===== src/rtl/multicycle_core.sv =====
// multicycle_core: multi-cycle MIPS-subset CPU (FETCH/DECODE/EXEC/MEM/HALT)
// with req/ready instruction and data memory ports.
//
// Ports:
//   clk, rst         rising-edge clock, asynchronous active-low reset
//   imem_req/addr    fetch request and byte address (= PC)
//   imem_ready/rdata fetch completion and 32-bit instruction word
//   dmem_req/we      data request, 1 = store / 0 = load
//   dmem_addr/wdata  data byte address and store data
//   dmem_ready/rdata access completion and load data
//   halted, illegal  core stopped; stopped on an unknown opcode/funct
//   overflow         sticky signed overflow from add/sub/addi
//   instr_count      retired instructions, wraps modulo 2^32
module multicycle_core #(
    parameter int              XLEN     = 32,
    parameter int              NREGS    = 32,
    parameter logic [XLEN-1:0] PC_RESET = '0
) (
    input  logic            clk,
    input  logic            rst,
    output logic            imem_req,
    output logic [XLEN-1:0] imem_addr,
    input  logic            imem_ready,
    input  logic [31:0]     imem_rdata,
    output logic            dmem_req,
    output logic            dmem_we,
    output logic [XLEN-1:0] dmem_addr,
    output logic [XLEN-1:0] dmem_wdata,
    input  logic            dmem_ready,
    input  logic [XLEN-1:0] dmem_rdata,
    output logic            halted,
    output logic            illegal,
    output logic            overflow,
    output logic [31:0]     instr_count
);

    localparam int RW = (NREGS > 1) ? $clog2(NREGS) : 1;
    localparam int MSB = XLEN - 1;
    localparam logic [XLEN-1:0] FOUR = XLEN'(4);

    localparam logic [5:0] OP_R    = 6'h00;
    localparam logic [5:0] OP_J    = 6'h02;
    localparam logic [5:0] OP_BEQ  = 6'h04;
    localparam logic [5:0] OP_ADDI = 6'h08;
    localparam logic [5:0] OP_LW   = 6'h23;
    localparam logic [5:0] OP_SW   = 6'h2B;
    localparam logic [5:0] OP_HALT = 6'h3F;

    localparam logic [5:0] F_ADD = 6'h20;
    localparam logic [5:0] F_SUB = 6'h22;
    localparam logic [5:0] F_AND = 6'h24;
    localparam logic [5:0] F_OR  = 6'h25;
    localparam logic [5:0] F_SLT = 6'h2A;

    typedef enum logic [2:0] {
        S_FETCH,
        S_DECODE,
        S_EXEC,
        S_MEM,
        S_HALT
    } state_t;

    state_t          state_q;
    logic [XLEN-1:0] pc_q;
    logic [31:0]     ir_q;
    logic [XLEN-1:0] a_q;
    logic [XLEN-1:0] b_q;
    logic [XLEN-1:0] imm_q;
    logic [XLEN-1:0] rf_q [NREGS];

    logic            imem_req_q;
    logic            dmem_req_q;
    logic            dmem_we_q;
    logic [XLEN-1:0] dmem_addr_q;
    logic [XLEN-1:0] dmem_wdata_q;
    logic            halted_q;
    logic            illegal_q;
    logic            overflow_q;
    logic [31:0]     icount_q;

    // Instruction fields; register indices wrap modulo NREGS.
    logic [5:0]      op;
    logic [5:0]      funct;
    logic [RW-1:0]   rs_idx;
    logic [RW-1:0]   rt_idx;
    logic [RW-1:0]   rd_idx;
    logic [XLEN-1:0] simm;

    assign op     = ir_q[31:26];
    assign funct  = ir_q[5:0];
    assign rs_idx = ir_q[21 +: RW];
    assign rt_idx = ir_q[16 +: RW];
    assign rd_idx = ir_q[11 +: RW];
    assign simm   = {{(XLEN-16){ir_q[15]}}, ir_q[15:0]};

    logic unused_fields;
    assign unused_fields = ^ir_q[25:6];

    // Shared adder: R-type uses rt, everything else the immediate.
    logic [XLEN-1:0] opb;
    logic [XLEN-1:0] sum;
    logic [XLEN-1:0] diff;
    logic            add_ovf;
    logic            sub_ovf;
    logic            lt;

    assign opb     = (op == OP_R) ? b_q : imm_q;
    assign sum     = a_q + opb;
    assign diff    = a_q - b_q;
    assign add_ovf = (a_q[MSB] == opb[MSB]) && (sum[MSB] != a_q[MSB]);
    assign sub_ovf = (a_q[MSB] != b_q[MSB]) && (diff[MSB] != a_q[MSB]);
    assign lt      = $signed(a_q) < $signed(b_q);

    logic            ex_legal;
    logic            ex_mem;
    logic            ex_store;
    logic            ex_halt;
    logic            ex_wr;
    logic [RW-1:0]   ex_widx;
    logic [XLEN-1:0] ex_res;
    logic            ex_ovf;
    logic [XLEN-1:0] pc_d;

    // pc_q already points past the current instruction here.
    always_comb begin
        ex_legal = 1'b1;
        ex_mem   = 1'b0;
        ex_store = 1'b0;
        ex_halt  = 1'b0;
        ex_wr    = 1'b0;
        ex_widx  = rt_idx;
        ex_res   = sum;
        ex_ovf   = 1'b0;
        pc_d     = pc_q;
        unique case (op)
            OP_R: begin
                ex_wr   = 1'b1;
                ex_widx = rd_idx;
                unique case (funct)
                    F_ADD: begin
                        ex_res = sum;
                        ex_ovf = add_ovf;
                    end
                    F_SUB: begin
                        ex_res = diff;
                        ex_ovf = sub_ovf;
                    end
                    F_AND: ex_res = a_q & b_q;
                    F_OR:  ex_res = a_q | b_q;
                    F_SLT: ex_res = {{(XLEN-1){1'b0}}, lt};
                    default: begin
                        ex_legal = 1'b0;
                        ex_wr    = 1'b0;
                    end
                endcase
            end
            OP_ADDI: begin
                ex_wr  = 1'b1;
                ex_ovf = add_ovf;
            end
            OP_LW: ex_mem = 1'b1;
            OP_SW: begin
                ex_mem   = 1'b1;
                ex_store = 1'b1;
            end
            OP_BEQ: begin
                if (a_q == b_q) pc_d = pc_q + (imm_q << 2);
            end
            OP_J:    pc_d = {pc_q[XLEN-1:28], ir_q[25:0], 2'b00};
            OP_HALT: ex_halt = 1'b1;
            default: ex_legal = 1'b0;
        endcase
    end

    always_ff @(posedge clk or negedge rst) begin
        if (!rst) begin
            state_q      <= S_FETCH;
            pc_q         <= PC_RESET;
            ir_q         <= '0;
            a_q          <= '0;
            b_q          <= '0;
            imm_q        <= '0;
            for (int i = 0; i < NREGS; i++) rf_q[i] <= '0;
            imem_req_q   <= 1'b0;
            dmem_req_q   <= 1'b0;
            dmem_we_q    <= 1'b0;
            dmem_addr_q  <= '0;
            dmem_wdata_q <= '0;
            halted_q     <= 1'b0;
            illegal_q    <= 1'b0;
            overflow_q   <= 1'b0;
            icount_q     <= '0;
        end else begin
            unique case (state_q)
                S_FETCH: begin
                    // First cycle after reset only raises the request.
                    if (!imem_req_q) begin
                        imem_req_q <= 1'b1;
                    end else if (imem_ready) begin
                        ir_q       <= imem_rdata;
                        pc_q       <= pc_q + FOUR;
                        imem_req_q <= 1'b0;
                        state_q    <= S_DECODE;
                    end
                end
                S_DECODE: begin
                    a_q     <= rf_q[rs_idx];
                    b_q     <= rf_q[rt_idx];
                    imm_q   <= simm;
                    state_q <= S_EXEC;
                end
                S_EXEC: begin
                    if (!ex_legal) begin
                        illegal_q <= 1'b1;
                        halted_q  <= 1'b1;
                        state_q   <= S_HALT;
                    end else if (ex_mem) begin
                        dmem_req_q   <= 1'b1;
                        dmem_we_q    <= ex_store;
                        dmem_addr_q  <= sum;
                        dmem_wdata_q <= b_q;
                        state_q      <= S_MEM;
                    end else if (ex_halt) begin
                        halted_q <= 1'b1;
                        icount_q <= icount_q + 32'd1;
                        state_q  <= S_HALT;
                    end else begin
                        if (ex_wr && ex_widx != '0) rf_q[ex_widx] <= ex_res;
                        if (ex_ovf) overflow_q <= 1'b1;
                        pc_q       <= pc_d;
                        icount_q   <= icount_q + 32'd1;
                        imem_req_q <= 1'b1;
                        state_q    <= S_FETCH;
                    end
                end
                S_MEM: begin
                    if (dmem_ready) begin
                        if (!dmem_we_q && rt_idx != '0) rf_q[rt_idx] <= dmem_rdata;
                        dmem_req_q <= 1'b0;
                        dmem_we_q  <= 1'b0;
                        icount_q   <= icount_q + 32'd1;
                        imem_req_q <= 1'b1;
                        state_q    <= S_FETCH;
                    end
                end
                S_HALT: begin
                    state_q <= S_HALT;
                end
                default: begin
                    state_q <= S_HALT;
                end
            endcase
        end
    end

    assign imem_req    = imem_req_q;
    assign imem_addr   = pc_q;
    assign dmem_req    = dmem_req_q;
    assign dmem_we     = dmem_we_q;
    assign dmem_addr   = dmem_addr_q;
    assign dmem_wdata  = dmem_wdata_q;
    assign halted      = halted_q;
    assign illegal     = illegal_q;
    assign overflow    = overflow_q;
    assign instr_count = icount_q;

endmodule


===== config.mk =====
export PLATFORM = sky130hd
export DESIGN_NAME = multicycle_core
export DESIGN_NICKNAME = d
export VERILOG_FILES = /design/src/rtl/multicycle_core.sv
export SDC_FILE = /design/constraint.sdc
export NUM_CORES = 2
export LEC_CHECK = 0
export BUFFER_PORTS_ARGS = -buffer_cell sky130_fd_sc_hd__buf_2
export CORE_MARGIN = 4
export CORE_UTILIZATION = 30
export CTS_CLUSTER_SIZE = 20
export DETAILED_ROUTE_END_ITERATION = 8
export HOLD_SLACK_MARGIN = 0.08
export SYNTH_ARGS = -nofsm -noshare
export SYNTH_HDL_FRONTEND = slang
export SYNTH_SLANG_ARGS = --single-unit

===== constraint.sdc =====
create_clock -name clk -period 12.8 [get_ports clk]
set_input_delay 1.28 -clock clk [delete_from_list [all_inputs] [get_ports clk]]
set_output_delay 1.28 -clock clk [all_outputs]
set_load 0.02 [all_outputs]

==> flow_summary.rst <==
.. list-table::
   :header-rows: 1

   * - Metric
     - Value
   * - Wire length of the first global-routing pass
     - 523000 um
   * - Count of final setup violators
     - 0
   * - Number of synthesized register bits
     - 1271
   * - Number of rows created at floorplan
     - 191
   * - Launch point of the worst reg-to-reg path
     - ir_q[29]
   * - Max clock buf depth
     - 3
   * - Aggregate global-route resource usage
     - 0.253
   * - Quantity of gates resized following cts
     - 0
   * - Filler-free cell count of the finished design
     - 11700
   * - Power Density
     - 230 nW/um2
   * - Most Crowded Layer GR
     - met2
   * - Max-slew violation total from the final report
     - 0
   * - CP endpoint kind
     - flip-flop
   * - Ranking of synthesized cells by instance count
     - dfrtp_1, nand2_1, nor2_1, a21oi_1, o21ai_0
   * - DIE WIDTH
     - 529 um
   * - Required time at the endpoint of the critical path
     - 13470 ps
   * - Inst Count DP
     - 11400
   * - Number of buffers inserted to repair setup after CTS
     - 0
   * - Layout Cell Area excl Fill
     - 90700 um2
   * - Last weighted congestion value of the routability-driven placer
     - 0.960
   * - Worst endpoint data arrival time
     - 6820 ps
   * - HPWL after DPL
     - 245000 um
   * - Fraction of registers with async set/reset
     - 1.00
   * - Top Ports
     - 202
   * - Most frequently used cell type in the post-synthesis netlist
     - dfrtp_1
   * - Cell variety after synth
     - 105
   * - Net count reported at finish
     - 8200
   * - Portion of the post-synthesis area used by sequential elements
     - 0.390
   * - Most used flip-flop cell after synthesis
     - dfrtp_1
   * - Vertical extent of the die
     - 529 um
   * - Hold Violations, Final
     - 0
   * - CTS tree
     - built
   * - Met1 demand-to-capacity share in global routing
     - 0.318
   * - Core region area
     - 271000 um2
   * - Min Clock Period, post-route
     - 6160 ps
   * - Top achievable clock speed
     - 162 MHz
   * - Clock buffers created by TritonCTS
     - 152
   * - Unrepaired setup endpoints after global routing
     - false
   * - Mean area per synthesized cell
     - 9.81 um2
   * - Number of search-and-repair iterations in the first detailed-routing pass
     - 8
   * - Post-detailed-route DRC marker count
     - 0
   * - Max-cap violations
     - 0
   * - Area overhead of the layout relative to synthesis
     - 11.3%
   * - Normalized max-slew margin
     - 0.0810
   * - Class of the tightest hold or removal check
     - in2async
   * - Routed wire length per instance
     - 31.3 um
   * - Routed vias/inst
     - 6.40
   * - Antenna violations before repair
     - 23
   * - Outcome
     - complete, no violations
   * - Die area
     - 280000 um2
   * - Element type at the critical path start
     - flip-flop
   * - Cell accounting for the most synthesized area
     - dfrtp_1
   * - Share of post-route cells with drive strength above 1
     - 0.192
   * - Number of buffers added to fix hold violations after cts
     - 0
   * - TritonCTS Sinks
     - 1271
   * - Final cycle utilization of the critical path
     - 0.481
   * - Drt total wl
     - 365000 um
   * - Clock edge transition at the registers on the reported setup and hold paths
     - 60 ps
   * - Cell types occupying the most area after synthesis
     - dfrtp_1, mux4_2, nand2_1, nor2_1, a21oi_1
   * - Minimum setup slack among reg-to-reg paths
     - 6640 ps
   * - Post-synth EDFFs
     - 0
   * - Area share of the largest cell type after synthesis
     - 0.390
   * - Reg-to-reg critical path endpoint
     - rf_q[603]
   * - Met2 Track Usage GR
     - 0.367
   * - Total via count in the routed design
     - 74600
   * - Global route total overflow
     - 0
   * - Slew @ Worst Pin
     - 1380 ps
   * - Met3 Resource Use GR
     - 0.102
   * - Category of the most critical setup path
     - reg2reg
   * - Count of mapped cells out of synthesis
     - 8303
   * - H-Tree Depth
     - 4
   * - Final Skew
     - 50.2 ps
   * - Reg2Reg Depth
     - 15
   * - Final TNS setup
     - 0 ps
   * - Vias in the first global route
     - 71800
   * - Buffer type at the clock tree root
     - clkbuf_16
   * - IO Port Bufs
     - 199
   * - Largest net degree at the start of global routing
     - 169
   * - Peak ir drop on the vdd network
     - 0.000329 V
   * - Initial DRC count
     - 10900
   * - Clock latency reported for the late side of the worst-skew pair
     - 850 ps
   * - Area after detailed placement
     - 85600 um2
   * - Count of synthesis-stage warnings from yosys
     - 0
   * - Detail Route Antenna Nets
     - 0
   * - Mapped cell area
     - 81500 um2
   * - Peak fanout along the critical path
     - 47
   * - Pleak
     - 36.0 nW
   * - Initial cell density of the core
     - 0.301
power breakdown:
group	internal, mW	switching [mW]
Combinational	3.04	8.09
Clock	2.69	1.89
Sequential	4.39	0.762
Total	10.1	10.7
layer usage:
layer  wire length [um]  vias to the layer above
li1                   -                    30400
met1             135000                    37400
met2             154000                     5521
met3              51400                     1284
met4              24600                       18
met5                128                        -
cells in the final DEF, fill, tap and decap left out, types with 198 or more instances in the layout:
cell      instances
nand3_1         207
mux4_2          589
a21oi_1         604
o21a_1          210
o21ai_0         586
buf_4           229
dfrtp_1        1260
buf_2           198
nor2_1          789
o221ai_1        244
nand2_1         964
area by class of cell:
| type | count | area (um2) |
|---|---|---|
| diodes | 6 | 15.0 |
| clock buffers | 219 | 4440 |
| clock inverters | 49 | 684 |
| fillers | 27200 | 180000 |
| inverters | 123 | 464 |
| multi-input cells | 5985 | 45900 |
| flip-flops and latches | 1271 | 31800 |
| well taps | 3570 | 4470 |
| repair buffers | 438 | 2930 |
how the worst max path moves through the flow:
stage / from / end / slack, ps / cells after the start
final: ir_q[29] / rf_q[603] / 6640 / 15
after CTS: ir_q[29] / rf_q[603] / 6870 / 15
after floorplan: ir_q[29] / rf_q[508] / 8000 / 21
after detailed placement: ir_q[29] / rf_q[603] / 6860 / 15
after global routing: ir_q[29] / rf_q[603] / 6420 / 15
after global placement: ir_q[29] / rf_q[731] / 6960 / 15
through the flow:
stage               power [mW]  utilization  setup WS, ps  hold WS (ps)
floorplan                 11.6            -          8000           441
global placement          15.8        0.316          6960           376
detailed placement        15.9        0.316          6860           384
CTS                       20.5        0.335          6870           397
global route              21.5        0.335          6420           407
finish                    20.9        0.335          6640           332
flip-flops by register name (all words and copies together) (netlist names), 3 cells and up:
name	count
a_q	32
imm_q	16
dmem_wdata	32
dmem_addr	32
ir_q	32
imem_addr	30
instr_count	32
rf_q	1024
state_q	3
b_q	32
kinds of logic after synthesis:
| family | after synthesis | synth area share |
|---|---|---|
| AO/OA/AOI/OAI | 2665 | 0.221 |
| XOR/XNOR | 93 | 0.0100 |
| adder cells (fa/ha/maj) | 161 | 0.0250 |
| buffers and inverters | 1048 | 0.0549 |
| flip-flops | 1271 | 0.390 |
| multiplexers | 690 | 0.176 |
| other | 1 | 0.0000460 |
| AND/OR/NAND/NOR | 2374 | 0.123 |
worst max-delay path, stage by stage (launching register included):
cell,delay [ps]
dfrtp_1,440
or4_1,700
nand2b_2,240
buf_4,290
and2_1,480
a21o_1,270
ha_1,390
and3_1,260
nand4_1,110
o21bai_2,260
a311oi_4,510
nor3_1,120
a31oi_1,180
nand3_1,390
nand3_1,1020
o21ai_0,270
No activity file was read; power rests on OpenSTA's default activity.
